**src/rtl/qc_ldpc_enc.sv**
```systemverilog
// Systematic QC-LDPC encoder: echoes KB info sub-blocks, then emits MB parity sub-blocks.
// Latency: 1 cycle from accepted input to output register; parity follows the last info with no bubbles.
// Backpressure: single output register; in_ready drops whenever it is occupied and not draining.
module qc_ldpc_enc #(
    parameter int Z  = 5,
    parameter int KB = 4,
    parameter int MB = 2,
    parameter int SW = 3
) (
    input  logic                 clk,
    input  logic                 rst,
    input  logic [MB*KB*SW-1:0]  shift_tab,
    input  logic                 in_valid,
    output logic                 in_ready,
    input  logic [Z-1:0]         in_data,
    output logic                 out_valid,
    input  logic                 out_ready,
    output logic [Z-1:0]         out_data,
    output logic                 out_par,
    output logic                 out_last,
    output logic                 busy
);

    localparam int KCW = (KB > 1) ? $clog2(KB) : 1;
    localparam int PCW = (MB > 1) ? $clog2(MB) : 1;

    typedef enum logic {
        ACCUM = 1'b0,
        FLUSH = 1'b1
    } state_t;

    state_t           state_q, state_d;
    logic [KCW-1:0]   kc_q, kc_d;
    logic [PCW-1:0]   pc_q, pc_d;
    logic [Z-1:0]     acc_q [MB];
    logic [Z-1:0]     acc_d [MB];
    logic             out_valid_q, out_valid_d;
    logic [Z-1:0]     out_data_q, out_data_d;
    logic             out_par_q, out_par_d;
    logic             out_last_q, out_last_d;
    logic             reg_free;

    // Circulant multiply: result bit i takes u[(i+s) mod Z]; the all-ones entry is the null circulant.
    function automatic logic [Z-1:0] rot(input logic [Z-1:0] u, input logic [SW-1:0] s);
        logic [2*Z-1:0] dbl;
        int             sh;
        if (s == {SW{1'b1}}) begin
            return '0;
        end
        sh  = int'(s) % Z;
        dbl = {u, u};
        dbl = dbl >> sh;
        return dbl[Z-1:0];
    endfunction

    assign reg_free  = !out_valid_q || out_ready;
    assign in_ready  = (state_q == ACCUM) && reg_free;
    assign out_valid = out_valid_q;
    assign out_data  = out_data_q;
    assign out_par   = out_par_q;
    assign out_last  = out_last_q;
    assign busy      = (kc_q != '0) || (state_q == FLUSH);

    // Next-state: accept/echo info and fold into accumulators, or stream parity out in FLUSH.
    always_comb begin
        state_d     = state_q;
        kc_d        = kc_q;
        pc_d        = pc_q;
        out_valid_d = out_valid_q;
        out_data_d  = out_data_q;
        out_par_d   = out_par_q;
        out_last_d  = out_last_q;
        for (int j = 0; j < MB; j++) begin
            acc_d[j] = acc_q[j];
        end

        // The consumer took the current word; a reload below overrides this.
        if (out_valid_q && out_ready) begin
            out_valid_d = 1'b0;
        end

        if (state_q == ACCUM) begin
            if (in_valid && in_ready) begin
                out_data_d  = in_data;
                out_par_d   = 1'b0;
                out_last_d  = 1'b0;
                out_valid_d = 1'b1;
                for (int j = 0; j < MB; j++) begin
                    acc_d[j] = acc_q[j] ^
                        rot(in_data, shift_tab[(j*KB + int'(kc_q))*SW +: SW]);
                end
                if (kc_q == KCW'(KB-1)) begin
                    kc_d    = '0;
                    pc_d    = '0;
                    state_d = FLUSH;
                end else begin
                    kc_d = kc_q + KCW'(1);
                end
            end
        end else begin
            if (reg_free) begin
                out_data_d  = acc_q[pc_q];
                out_par_d   = 1'b1;
                out_last_d  = (pc_q == PCW'(MB-1));
                out_valid_d = 1'b1;
                if (pc_q == PCW'(MB-1)) begin
                    for (int j = 0; j < MB; j++) begin
                        acc_d[j] = '0;
                    end
                    pc_d    = '0;
                    state_d = ACCUM;
                end else begin
                    pc_d = pc_q + PCW'(1);
                end
            end
        end
    end

    // State registers; reset discards any partial codeword.
    always_ff @(posedge clk or posedge rst) begin
        if (rst) begin
            state_q     <= ACCUM;
            kc_q        <= '0;
            pc_q        <= '0;
            out_valid_q <= 1'b0;
            out_data_q  <= '0;
            out_par_q   <= 1'b0;
            out_last_q  <= 1'b0;
            for (int j = 0; j < MB; j++) begin
                acc_q[j] <= '0;
            end
        end else begin
            state_q     <= state_d;
            kc_q        <= kc_d;
            pc_q        <= pc_d;
            out_valid_q <= out_valid_d;
            out_data_q  <= out_data_d;
            out_par_q   <= out_par_d;
            out_last_q  <= out_last_d;
            for (int j = 0; j < MB; j++) begin
                acc_q[j] <= acc_d[j];
            end
        end
    end

endmodule

```
**config.mk**
```make
export PLATFORM = sky130hd
export DESIGN_NAME = qc_ldpc_enc
export DESIGN_NICKNAME = d
export VERILOG_FILES = /design/src/rtl/qc_ldpc_enc.sv
export SDC_FILE = /design/constraint.sdc
export NUM_CORES = 1
export LEC_CHECK = 0
export ABC_CLOCK_PERIOD_IN_PS = 3100
export CORE_MARGIN = 2
export CORE_UTILIZATION = 35
export DETAILED_ROUTE_END_ITERATION = 12
export GPL_TIMING_DRIVEN = 0
export MAX_ROUTING_LAYER = met4
export PLACE_DENSITY_LB_ADDON = 0.05
export REMOVE_ABC_BUFFERS = 1
export SLEW_MARGIN = 20
export SYNTH_ARGS = -nofsm -noshare
export SYNTH_HDL_FRONTEND = slang
export SYNTH_SLANG_ARGS = --single-unit
```
**constraint.sdc**
```tcl
create_clock -name clk -period 3.1 [get_ports clk]
set_input_delay 0.465 -clock clk [delete_from_list [all_inputs] [get_ports clk]]
set_output_delay 0.465 -clock clk [all_outputs]
set_load 0.01 [all_outputs]
```
After elaboration in Yosys (flattened, before gate mapping)
Cells that the tools add are included.
- register bits: 22
- bits of input ports: 33
- word-level logic and storage cells: 87
- add/subtract/negate cells: 3
- multipliers: 2
- divide/modulo/power cells: 2
- $lt $le $gt $ge: 1
- eq/ne operators: 5
- shifts and indexed selects: 4
- mux-type cells: 44
- bitwise operators: 4
- reduce and logical (&&, ||, !) cells: 13
- operator list (cell ; number):
    2-to-1 mux 5 bit ; 14
    modulo 4 x 4 -> 32 bit, second input constant ; 2
    >> shifter 10 x 32 -> 5 bit ; 2
    2-to-1 mux 10 bit ; 4
    2-to-1 mux 1 bit ; 25
    indexed part select 24 x 5 -> 3 bit ; 1
    indexed part select 24 x 7 -> 3 bit ; 1
    bitwise XOR 5 bit ; 2
    == test 3 bit, second input constant ; 2
    multiplier 4 x 2 -> 6 bit, second input constant ; 1
    AND reduction 3 bit ; 2
    nonzero test 2 bit ; 3
    adder 3 x 2 -> 4 bit, first input constant ; 1
    multiplier 2 x 2 -> 4 bit, second input constant ; 1
    != test 2 x 1 -> 1 bit, second input constant ; 2
    AND reduction 2 bit ; 2
    logical AND 1 bit ; 3
    adder 2 x 1 -> 2 bit, second input constant ; 1
    == test 2 bit, second input constant ; 1
    greater-or-equal comparator 2 bit, second input constant ; 1
    logical OR 1 bit ; 2
    2-to-1 mux 2 bit ; 1
    NOT 1 -> 2 bit ; 1
    adder 1 bit, second input constant ; 1
    other kinds (2) ; 2

Longest topological paths before layout
- depth after elaboration: 13
- gate-level depth with buffers: 14

Worst setup path after synthesis
Ideal clock, no wire load.
- kind: flip-flop to flip-flop
- start point: register kc_q[0]
- end point: register acc_q[3] (netlist name)
- setup time: 132 ps
- arrival: 3208 ps
- required time: 2968 ps
- slack: -240 ps
- cell stages (with the launch flop): 15
- buffers on the path: 3
- cells stage by stage: dfrtp_1 -> buf_6 -> mux4_1 -> clkbuf_1 -> inv_1 -> ha_1 -> inv_1 -> ha_1 -> clkbuf_1 -> o211a_1 -> nor2_2 -> mux4_2 -> a221oi_2 -> a311oi_1 -> mux2i_1
- word-level cells in the longest chain between the ends: 13
- elaborated cells on any way between the ends: 15
- classes of those cells: add/sub: 1; mul: 1; div: 1; eq/ne: 1; shift: 2; mux: 8; bitwise: 1
- ends and longest elaborated chain (item ; RTL line ; text):
    from (decl) ; 33 ; logic [KCW-1:0] kc_q, kc_d;
    from (signal assigned) ; 134 ; kc_q <= kc_d;
    adder 3 x 2 -> 4 bit (*) ; 90 ; rot(in_data, shift_tab[(j*KB + int'(kc_q))*SW +: SW]);
    multiplier 4 x 2 -> 6 bit (*) ; 90 ;
    indexed part select 24 x 7 -> 3 bit (*) ; 90 ;
    branches (longest 4 deep; another with modulo 4 x 4 -> 32 bit) ; - ;
    2-to-1 mux 5 bit (*) ; 50 ; sh = int'(s) % Z;
    2-to-1 mux 5 bit (*) ; 83 ; if (in_valid && in_ready) begin
    2-to-1 mux 5 bit (*) ; 82 ; if (state_q == ACCUM) begin
    bitwise XOR 5 bit (*) ; 89 ; acc_d[j] = acc_q[j] ^
    2-to-1 mux 10 bit (*) ; 83 ;
    2-to-1 mux 10 bit (*) ; 82 ;
    to (signal, indexed assignment) ; 141 ; acc_q[j] <= acc_d[j];
    to (decl) ; 35 ; logic [Z-1:0] acc_q [MB];
Mark *: on every way between the ends. The select of a mux whose other input is x is not followed.
A chain may end at the register's enable or synchronous reset.

Worst setup path in the final report
Ends and elaborated chain as after synthesis.

==> results.txt <==
FILL cells: 582
Clk Latency, worst-skew pair: 0.26 ns
Final ANT Viol Nets: 0
most frequent cells in the layout: nand2_1 (36), clkdlybuf4s50_1 (34), o21ai_0 (28)
DR WL met2: 3030 microns
Worst EP required: 3.25 ns
Die Area: 6910 sq um
Yosys warnings: 0
total grt overflow: 0
H-Tree Depth: 1
VDD IR-drop max: 0.490 mV
CP Max Fanout: 7
NumNets Final: 366
Seq/Total Area, Yosys: 25.1%
non-filler instance count after layout: 397
Layout area overhead: 39.4%
Seq. cell area: 552 sq um
Synth Cell Area: 2190 sq um
all-layer global routing usage: 17.0%
GPL Wtd Cong: 0.828
I/O Pins: 43
worst hold path class: register to register
layout cells sized above 1: 20.2%
run status: finished clean
Max clock buf depth: 2
DR iter-0 viols: 71
hpwl dp: 4280 microns
Initial Utilization: 36.6%
leak pwr: 1.29 nW
die height: 83.1 microns
vias: 2248
Yosys cell types: 46
hold path cells: 2
uppermost routed layer: met4
Clock transition at path regs: 0.08 ns
first-pass GRT wire length: 9630 microns
area of the multi-input gates: 1700 sq um
wl on met1: 2830 microns
largest net degree at the start of global routing: 23
Cell Pwr Density: 1140 nW/um^2
total CTS buffers: 3
drt total wl: 6140 microns
cells on worst reg2reg path: 12
ys async rst share: 100%
Final Cycle Share: 99.7%
placed cells: 371
syn_area_per_cell: 8.15 sq um
Core Area: 5990 sq um
CTS Hold Bufs: 0
Fin. Hold Viols: 0
CP endpoint kind: register
Sum Neg Setup Slack: 0 ns
fin crit period: 3.09 ns
Syn Inst Count: 269
routed len/inst: 15.5 microns
Clock Skews: 0.00169 ns
Placed Area: 2630 sq um
Synth Flop Type: dfrtp_1
Inserted Diodes: 0
Routed met3 length: 239 microns
Final setup viols: 0
fmax: 0.323 GHz
Max Slew Vio Count: 0
Max Cap Viol: 0
initial antenna violation count: 0
Row Count: 28
CTS tree: built
worst setup path class: register to register
Slew @ Worst Pin: 0.994 ns
Pre-antenna DRT Iters: 4
Die Wd: 83.1 microns
final hold slack: 0.481 ns
Seq cells post-synth: 22
Root Buffer: clkbuf_8
Residual DRC: 0
total clock sinks: 22
critical path arrival: 3.24 ns
EDFF count, synth: 0
PortBufs: 42
vias in the first global route: 2090
Max transition margin: 33.0%
CP startpoint kind: register
Avg Vias per Cell: 5.66
commonest non-fill, non-tap cell in the layout: nand2_1
unrepaired setup endpoints after global routing: true
post-route cell area: 3060 sq um
final cells by class:
| cell class | count | area share, % |
|---|---|---|
| Inverter | 14 | 1.72 |
| Sequential cell | 22 | 18.1 |
| Timing Repair Buffer | 63 | 19.7 |
| Clock buffer | 4 | 1.80 |
| Tap cell | 75 | 3.07 |
| Multi-Input combinational cell | 219 | 55.7 |
power breakdown:
part           switching [mW]  internal (mW)  leakage, nW
registers               0.150          0.415        0.273
clock network          0.0909          0.113       0.0288
logic                    1.42           1.29        0.986
per-layer routing:
| metal | vias to the layer above | global-route usage [%] |
|---|---|---|
| li1 | 1106 | - |
| met2 | 66 | 29.9 |
| met3 | 6 | 2.49 |
| met1 | 1070 | 21.4 |
| met4 | 0 | 1.79 |
| met5 | - | - |
cells by family (layout without fill, tap and decap cells):
family	Yosys count	after routing	share of synthesized area, %
AO/OA/AOI/OAI	104	104	30.0
AND/OR/NAND/NOR	85	85	18.8
flip-flops	22	22	25.1
adder cells (fa/ha/maj)	10	10	5.71
buffers and inverters	29	81	5.99
multiplexers	19	20	14.4
registers in the layout, summed over array words and instances (netlist names):
register,flops
acc_q,10
out_data,5
kc_q,2
out_last,1
out_par,1
out_valid,1
pc_q,1
state_q,1
cell usage after synthesis (all sizes together) (2+ instances only):
master | number | area (sq um)
o21ai | 38 | 190
nand2 | 36 | 135
a21oi | 28 | 144
dfrtp | 22 | 551
inv | 14 | 52.6
nand2b | 14 | 87.6
clkbuf | 11 | 41.3
ha | 10 | 125
mux2i | 9 | 90.1
mux4 | 9 | 214
nor2 | 9 | 36.3
or3 | 7 | 43.8
nand3 | 6 | 30.0
a22oi | 5 | 37.5
o211ai | 5 | 37.5
a211o | 4 | 36.3
a31oi | 4 | 25.0
buf | 4 | 37.5
nor3 | 4 | 20.0
a22o | 3 | 26.3
a21o | 2 | 15.0
and2 | 2 | 12.5
and3 | 2 | 12.5
o211a | 2 | 20.0
o22a | 2 | 18.8
o22ai | 2 | 12.5
o32ai | 2 | 17.5
or2 | 2 | 12.5
worst paths after layout:
check                         start  slack [ns]  endpoint
max                         kc_q[0]       0.008  acc_q[3]
min                        out_last        0.48  out_last
max reg2reg                 kc_q[0]       0.008  acc_q[3]
min reg2reg                out_last        0.48  out_last
max in group asynchronous       rst        1.84   kc_q[0]
min in group asynchronous       rst        0.68      pc_q
what timing repair did:
action / CTS / global route
gates resized for setup: 25 / 29
buffers inserted: 10 / 11
setup endpoints to repair: 10 / 10
cloned: 0 / 1
pin swaps: 5 / 4
per-stage QoR:
stage	util, %	power, mW	setup slack [ns]
floorplan	-	2.06	-0.407
global placement	43.9	2.60	-0.941
detailed placement	43.9	2.60	-0.939
CTS	47.4	3.11	-0.0679
global route	51.0	3.77	-0.105
finish	51.0	3.48	0.00782
worst max-delay path, stage by stage, from the launching register on:
cell and delay [ns]:
dfrtp_2 0.47, mux4_2 0.58, inv_2 0.11, ha_4 0.13, inv_2 0.04, ha_4 0.15
or2_4 0.23, o211a_4 0.17, nor2_4 0.09, mux4_2 0.53, a221oi_4 0.26, a311oi_2 0.09
mux2i_1 0.14
(Power assumes the default switching activity.)
==> variant 1 (same settings) <==
The parameter `Z` goes from 5 to 10.
--- a/src/rtl/qc_ldpc_enc.sv
+++ b/src/rtl/qc_ldpc_enc.sv
@@ -3,5 +3,5 @@
 // Backpressure: single output register; in_ready drops whenever it is occupied and not draining.
 module qc_ldpc_enc #(
-    parameter int Z  = 5,
+    parameter int Z  = 10,
     parameter int KB = 4,
     parameter int MB = 2,
Ports: changed (resized in_data and out_data); port bits go from 43 to 53. The function was not compared with the original's and may differ.
==> variant 1 against the original RTL <==
Hold slack worse by 1.7 ps; global-route usage is 0.073 points higher; area after synthesis is 19% higher; sequential cell count is 15 higher; power down 9.0%; wire length is 5.1% higher; design area increased by 9.1%; sequential power increased by 76%; core utilization fell by 4.8 points; die area up 18%; worst setup slack improved by 480 ps; clock power up 120%; sequential share of layout area up 9.7 points.
==> variant 1: results <==
group,metric,value,unit
placed_design,placed_cells,401,
placed_design,placed_area,3210,um2
clock_tree,cts.repair_timing.setup_buffer_count,0,
worst_hold_path,hp-start,"out_data[0]$_DFFE_PP0P_",
clock_tree,cts.htree.levels,2,
logic_synthesis,synth-compound-area-share,11.9,%
final_layout,final_layout_size_suffix_gt1_share,6.45,%
global_routing,grt_max_degree,31,
timing,fin_hold_ws,480,ps
timing,worstMarginPinSlew,896,ps
placed_design,dpl_worst_slack,402,ps
routing,wire_per_inst,15.8,um
logic_synthesis,synth_adder_area_share,0.961,%
critical_path,cpMaxStageDelayCell,"mux4_1",
pwr,vdd_ir_drop_max,374,uV
critical_path,reg2reg_to,"acc_q[13]$_DFFE_PP0P_",
pwr,leakagePower,1.59,nW
logic_synthesis,yosys-top-cells-count,"mux2i_1, nand2_1, dfrtp_1, o21ai_0, nand2b_1",
pwr,power.combinational.total,1.73,mW
logic_synthesis,sequential_to_total_area_share_from_yosys_stat,35.6,%
final_layout,final_cells,409,
critical_path,critical_path_peak_fanout,11,
worst_hold_path,worst_hold_path.endpoint,"out_data[0]$_DFFE_PP0P_",
final_layout,finalNetCount,349,
global_routing,grt_pass1_vias,2008,
routing,vias_per_cell,5.01,
clock_tree,cts_resized,0,
pwr,intPower,1.87,mW
logic_synthesis,muxShareOfSynthArea,33.5,%
run_status,outcome,"finished clean",
critical_path,critical_path.max_stage_delay,910,ps
timing,timing.clock.skew,6.89,ps
logic_synthesis,post_synth.cell_area_avg,9.79,um2
global_routing,grt_pass1_wl,10700,um
global_routing,gr-usage-all-layers,17.1,%
critical_path,worstPathArrival,2780,ps
clock_tree,numCtsBuffers,5,
placed_design,port_buffers,52,
routing,first_iter_violations,98,
pwr,clk-power,0.447,mW
placed_design,dpl.hpwl,5040,um
final_layout,filler_cell_count,741,
critical_path,worstRegToRegCells,4,
final_layout,largest_register_ff_count,20,
==> variant 1: cell count changes after synthesis, moves of 11 or more <==
cell     change
nand2_1     +12
mux2i_1     +61
a22oi_1     +15
a21oi_1     -26
o21ai_0     -14
inv_1       -11
dfrtp_1     +15
==> variant 1: metal layers <==
| layer | global-route usage, % | up-vias | share of wire [%] |
|---|---|---|---|
| met4 | 3.72 | 0 | 1.3 |
| met3 | 2.50 | 9 | 2.8 |
| li1 | - | 1036 | - |
| met2 | 25.5 | 28 | 45 |
| met1 | 24.7 | 977 | 51 |
| met5 | - | - | 0 |
==> variant 1: worst max-delay path by stage <==
| stage | start | endpoint | slack (ps) | cells past startpoint |
|---|---|---|---|---|
| final | kc_q[0]$_DFFE_PP0P_ | acc_q[13]$_DFFE_PP0P_ | 490 | 4 |
| after global placement | out_ready | acc_q[8]$_DFFE_PP0P_ | 180 | 5 |
| after global routing | kc_q[0]$_DFFE_PP0P_ | acc_q[13]$_DFFE_PP0P_ | 350 | 4 |
| after CTS | kc_q[0]$_DFFE_PP0P_ | acc_q[13]$_DFFE_PP0P_ | 510 | 4 |
| after detailed placement | shift_tab[3] | acc_q[13]$_DFFE_PP0P_ | 400 | 5 |
| after floorplan | kc_q[0]$_DFFE_PP0P_ | acc_q[11]$_DFFE_PP0P_ | 910 | 4 |
==> variant 1: kinds of logic after synthesis <==
logic type                 count (synthesis)
adders and majority gates                  2
AOI/OAI and AO/OA                         49
and+or+nand+nor                           79
DFF                                       37
buffers and inverters                     21
muxes                                     78
==> variant 1: final cells by class <==
class	instances	area (um2)	area share, %
Clock buffer	6	82.6	2.48
Multi-Input combinational cell	208	1580	47.3
Timing Repair Buffer	54	576	17.3
Clock inverter	2	37.5	1.13
Sequential cell	37	926	27.8
Inverter	3	11.3	0.338
Tap cell	99	124	3.71
==> variant 2 (same settings) <==
Without the edit above. Take the reset off `out_data_q` and load it in a clocked block of its own.
--- a/src/rtl/qc_ldpc_enc.sv
+++ b/src/rtl/qc_ldpc_enc.sv
@@ -124,5 +124,4 @@
             pc_q        <= '0;
             out_valid_q <= 1'b0;
-            out_data_q  <= '0;
             out_par_q   <= 1'b0;
             out_last_q  <= 1'b0;
@@ -135,5 +134,4 @@
             pc_q        <= pc_d;
             out_valid_q <= out_valid_d;
-            out_data_q  <= out_data_d;
             out_par_q   <= out_par_d;
             out_last_q  <= out_last_d;
@@ -144,4 +142,8 @@
     end
 
+    always_ff @(posedge clk) begin
+        out_data_q <= out_data_d;
+    end
+
 endmodule
 
Behaviour: not the same (a bounded check fails within 4 cycles, from zero or initial values and one cycle with rst high).
==> variant 2 against the original RTL <==
The flow now finishes with violations (setup timing); final cell count fell by 6.0%; design area rose by 3.9%; first-iteration DRC count rose by 37%; worst setup slack got worse by 160 ps; global-route usage rose by 0.33 points; hold slack improved by 8.3 ps; sequential cell count did not move; power rose by 27%; area after synthesis fell by 0.91%; wire length fell by 12%; largest cell class unchanged; largest power group unchanged; highest routed layer unchanged.
==> variant 2: results <==
group,metric,value,unit
final_layout,filler_cell_count,563,
global_routing,globalRouteMet1Util,23.4,%
critical_path,worstRegToRegCells,11,
global_routing,grt_pass1_wl,8870,um
critical_path,setup.worst_path.start,"kc_q[0]$_DFFE_PP0P_",
final_layout,finalNetCount,342,
routing,vias_per_cell,5.29,
global_routing,gr-usage-all-layers,17.3,%
timing,setup_viol,9,
routing,first_iter_violations,97,
timing,timing.setup.tns,-569,ps
clock_tree,clkTransAtPathRegs,80,ps
logic_synthesis,sequential_to_total_area_share_from_yosys_stat,26.5,%
logic_synthesis,synth.largest_area_cell,"dfrtp_1",
run_status,violations,"setup timing",
critical_path,worstPathArrival,3450,ps
global_routing,grt_max_degree,21,
timing,fin_hold_ws,490,ps
logic_synthesis,synth-edff-count,5,
placed_design,globalplace.congestion,0.786,
logic_synthesis,yosys-top-cells-count,"nor2_1, dfrtp_1, mux2i_1, nand2_1, a21oi_1",
logic_synthesis,yosys-top-cells-area,"dfrtp_1, mux4_2, mux2i_1",
timing,worstMarginPinSlew,675,ps
critical_path,reg2reg_to,"acc_q[6]$_DFFE_PP0P_",
critical_path,worst_path_dominant_cell_family,"multiplexers",
placed_design,dpl.hpwl,3700,um
logic_synthesis,synth-async-reset-ratio,77.3,%
run_status,outcome,"finished with violations",
critical_path,critical_path.max_stage_delay,610,ps
logic_synthesis,yosys.cell_types.count,49,
worst_hold_path,worst_hold_path_type,"flip-flop to flip-flop",
clock_tree,numCtsBuffers,3,
worst_hold_path,hp-start,"out_par$_DFFE_PP0P_",
worst_hold_path,worst_hold_path.endpoint,"out_par$_DFFE_PP0P_",
placed_design,dpl_worst_slack,-1270,ps
routing,routed_wl,5400,um
global_routing,gr-usage-met3,0.974,%
timing,timing.clock.skew,5.25,ps
pwr,vdd_ir_drop_max,775,uV
critical_path,critical_path_peak_fanout,6,
timing,setup_ws,-154,ps
global_routing,globalRouteMet2Util,28.3,%
pwr,leakagePower,1.30,nW
pwr,total_switching_power,1.89,mW
final_layout,final_layout_size_suffix_gt1_share,31.9,%
global_routing,grt_pass1_vias,1836,
[variant 2: per-stage QoR]
stage	area (um2)	instances
3_5_place_dp	2620	334
6_report	3170	373
4_1_cts	2930	355
3_3_place_gp	2620	334
2_1_floorplan	2100	217
5_1_grt	3170	373
[variant 2: cells by family (layout without fill, tap and decap cells)]
| logic type | after synthesis | in the layout | synth area share (%) |
|---|---|---|---|
| XOR/XNOR | 7 | 7 | 5.07 |
| flip-flops | 22 | 22 | 26.5 |
| buffers and inverters | 26 | 93 | 5.36 |
| AND/OR/NAND/NOR | 84 | 84 | 19.2 |
| AO/OA/AOI/OAI | 50 | 50 | 16.6 |
| adder cells (fa/ha/maj) | 10 | 10 | 5.76 |
| multiplexers | 32 | 32 | 21.5 |
[variant 2: layout make-up]
cell class | instances | area share, %
sequential | 22 | 18.2
clock inverter | 1 | 0.946
tap | 75 | 2.96
inverter | 12 | 1.58
clock buffer | 3 | 1.30
multi-input combinational | 183 | 53.0
timing repair buffer | 77 | 22.0
[variant 2: how the worst max path moves through the flow]
| stage | end | slack, ps | depth (start not counted) |
|---|---|---|---|
| floorplan | acc_q[5]$_DFFE_PP0P_ | -600 | 11 |
| global placement | acc_q[6]$_DFFE_PP0P_ | -1260 | 12 |
| detailed placement | acc_q[6]$_DFFE_PP0P_ | -1270 | 12 |
| CTS | acc_q[2]$_DFFE_PP0P_ | -180 | 12 |
| global route | acc_q[6]$_DFFE_PP0P_ | -290 | 11 |
| finish | acc_q[6]$_DFFE_PP0P_ | -150 | 11 |
[variant 2: metal layers]
layer  vias up  share of wire (%)
met2        49                 48
li1        990                  -
met1       929                 48
met3         4                3.4
met4         0                1.1
met5         -                  0
[variant 2: worst register-to-register path, stage by stage (launching register included)]
cell and delay [ps]:
dfrtp_2 450, mux4_2 610, ha_4 210, and2b_1 180, a221oi_4 310, buf_6 160, buf_6 100, mux2i_4 320
mux2_4 350, mux2i_1 120, a21o_1 180, mux2i_1 190
[variant 2: what timing repair did]
action | 4_1_cts | 5_1_grt
hold buffers | 0 | 0
hold endpoints to repair | 0 | 0
pin swaps | 7 | 11
setup buffers | 17 | 18
endpoints found under the setup margin | 10 | 10
gates resized for setup | 38 | 28
[variant 2: power groups by stage]
stage	Sequential (mW)	Combinational [mW]	Clock (mW)
6_report	0.594	3.57	0.270
5_1_grt	0.618	3.88	0.290
4_1_cts	0.600	2.98	0.275
3_5_place_dp	0.616	2.40	0
3_3_place_gp	0.613	2.40	0
2_1_floorplan	0.587	1.90	0
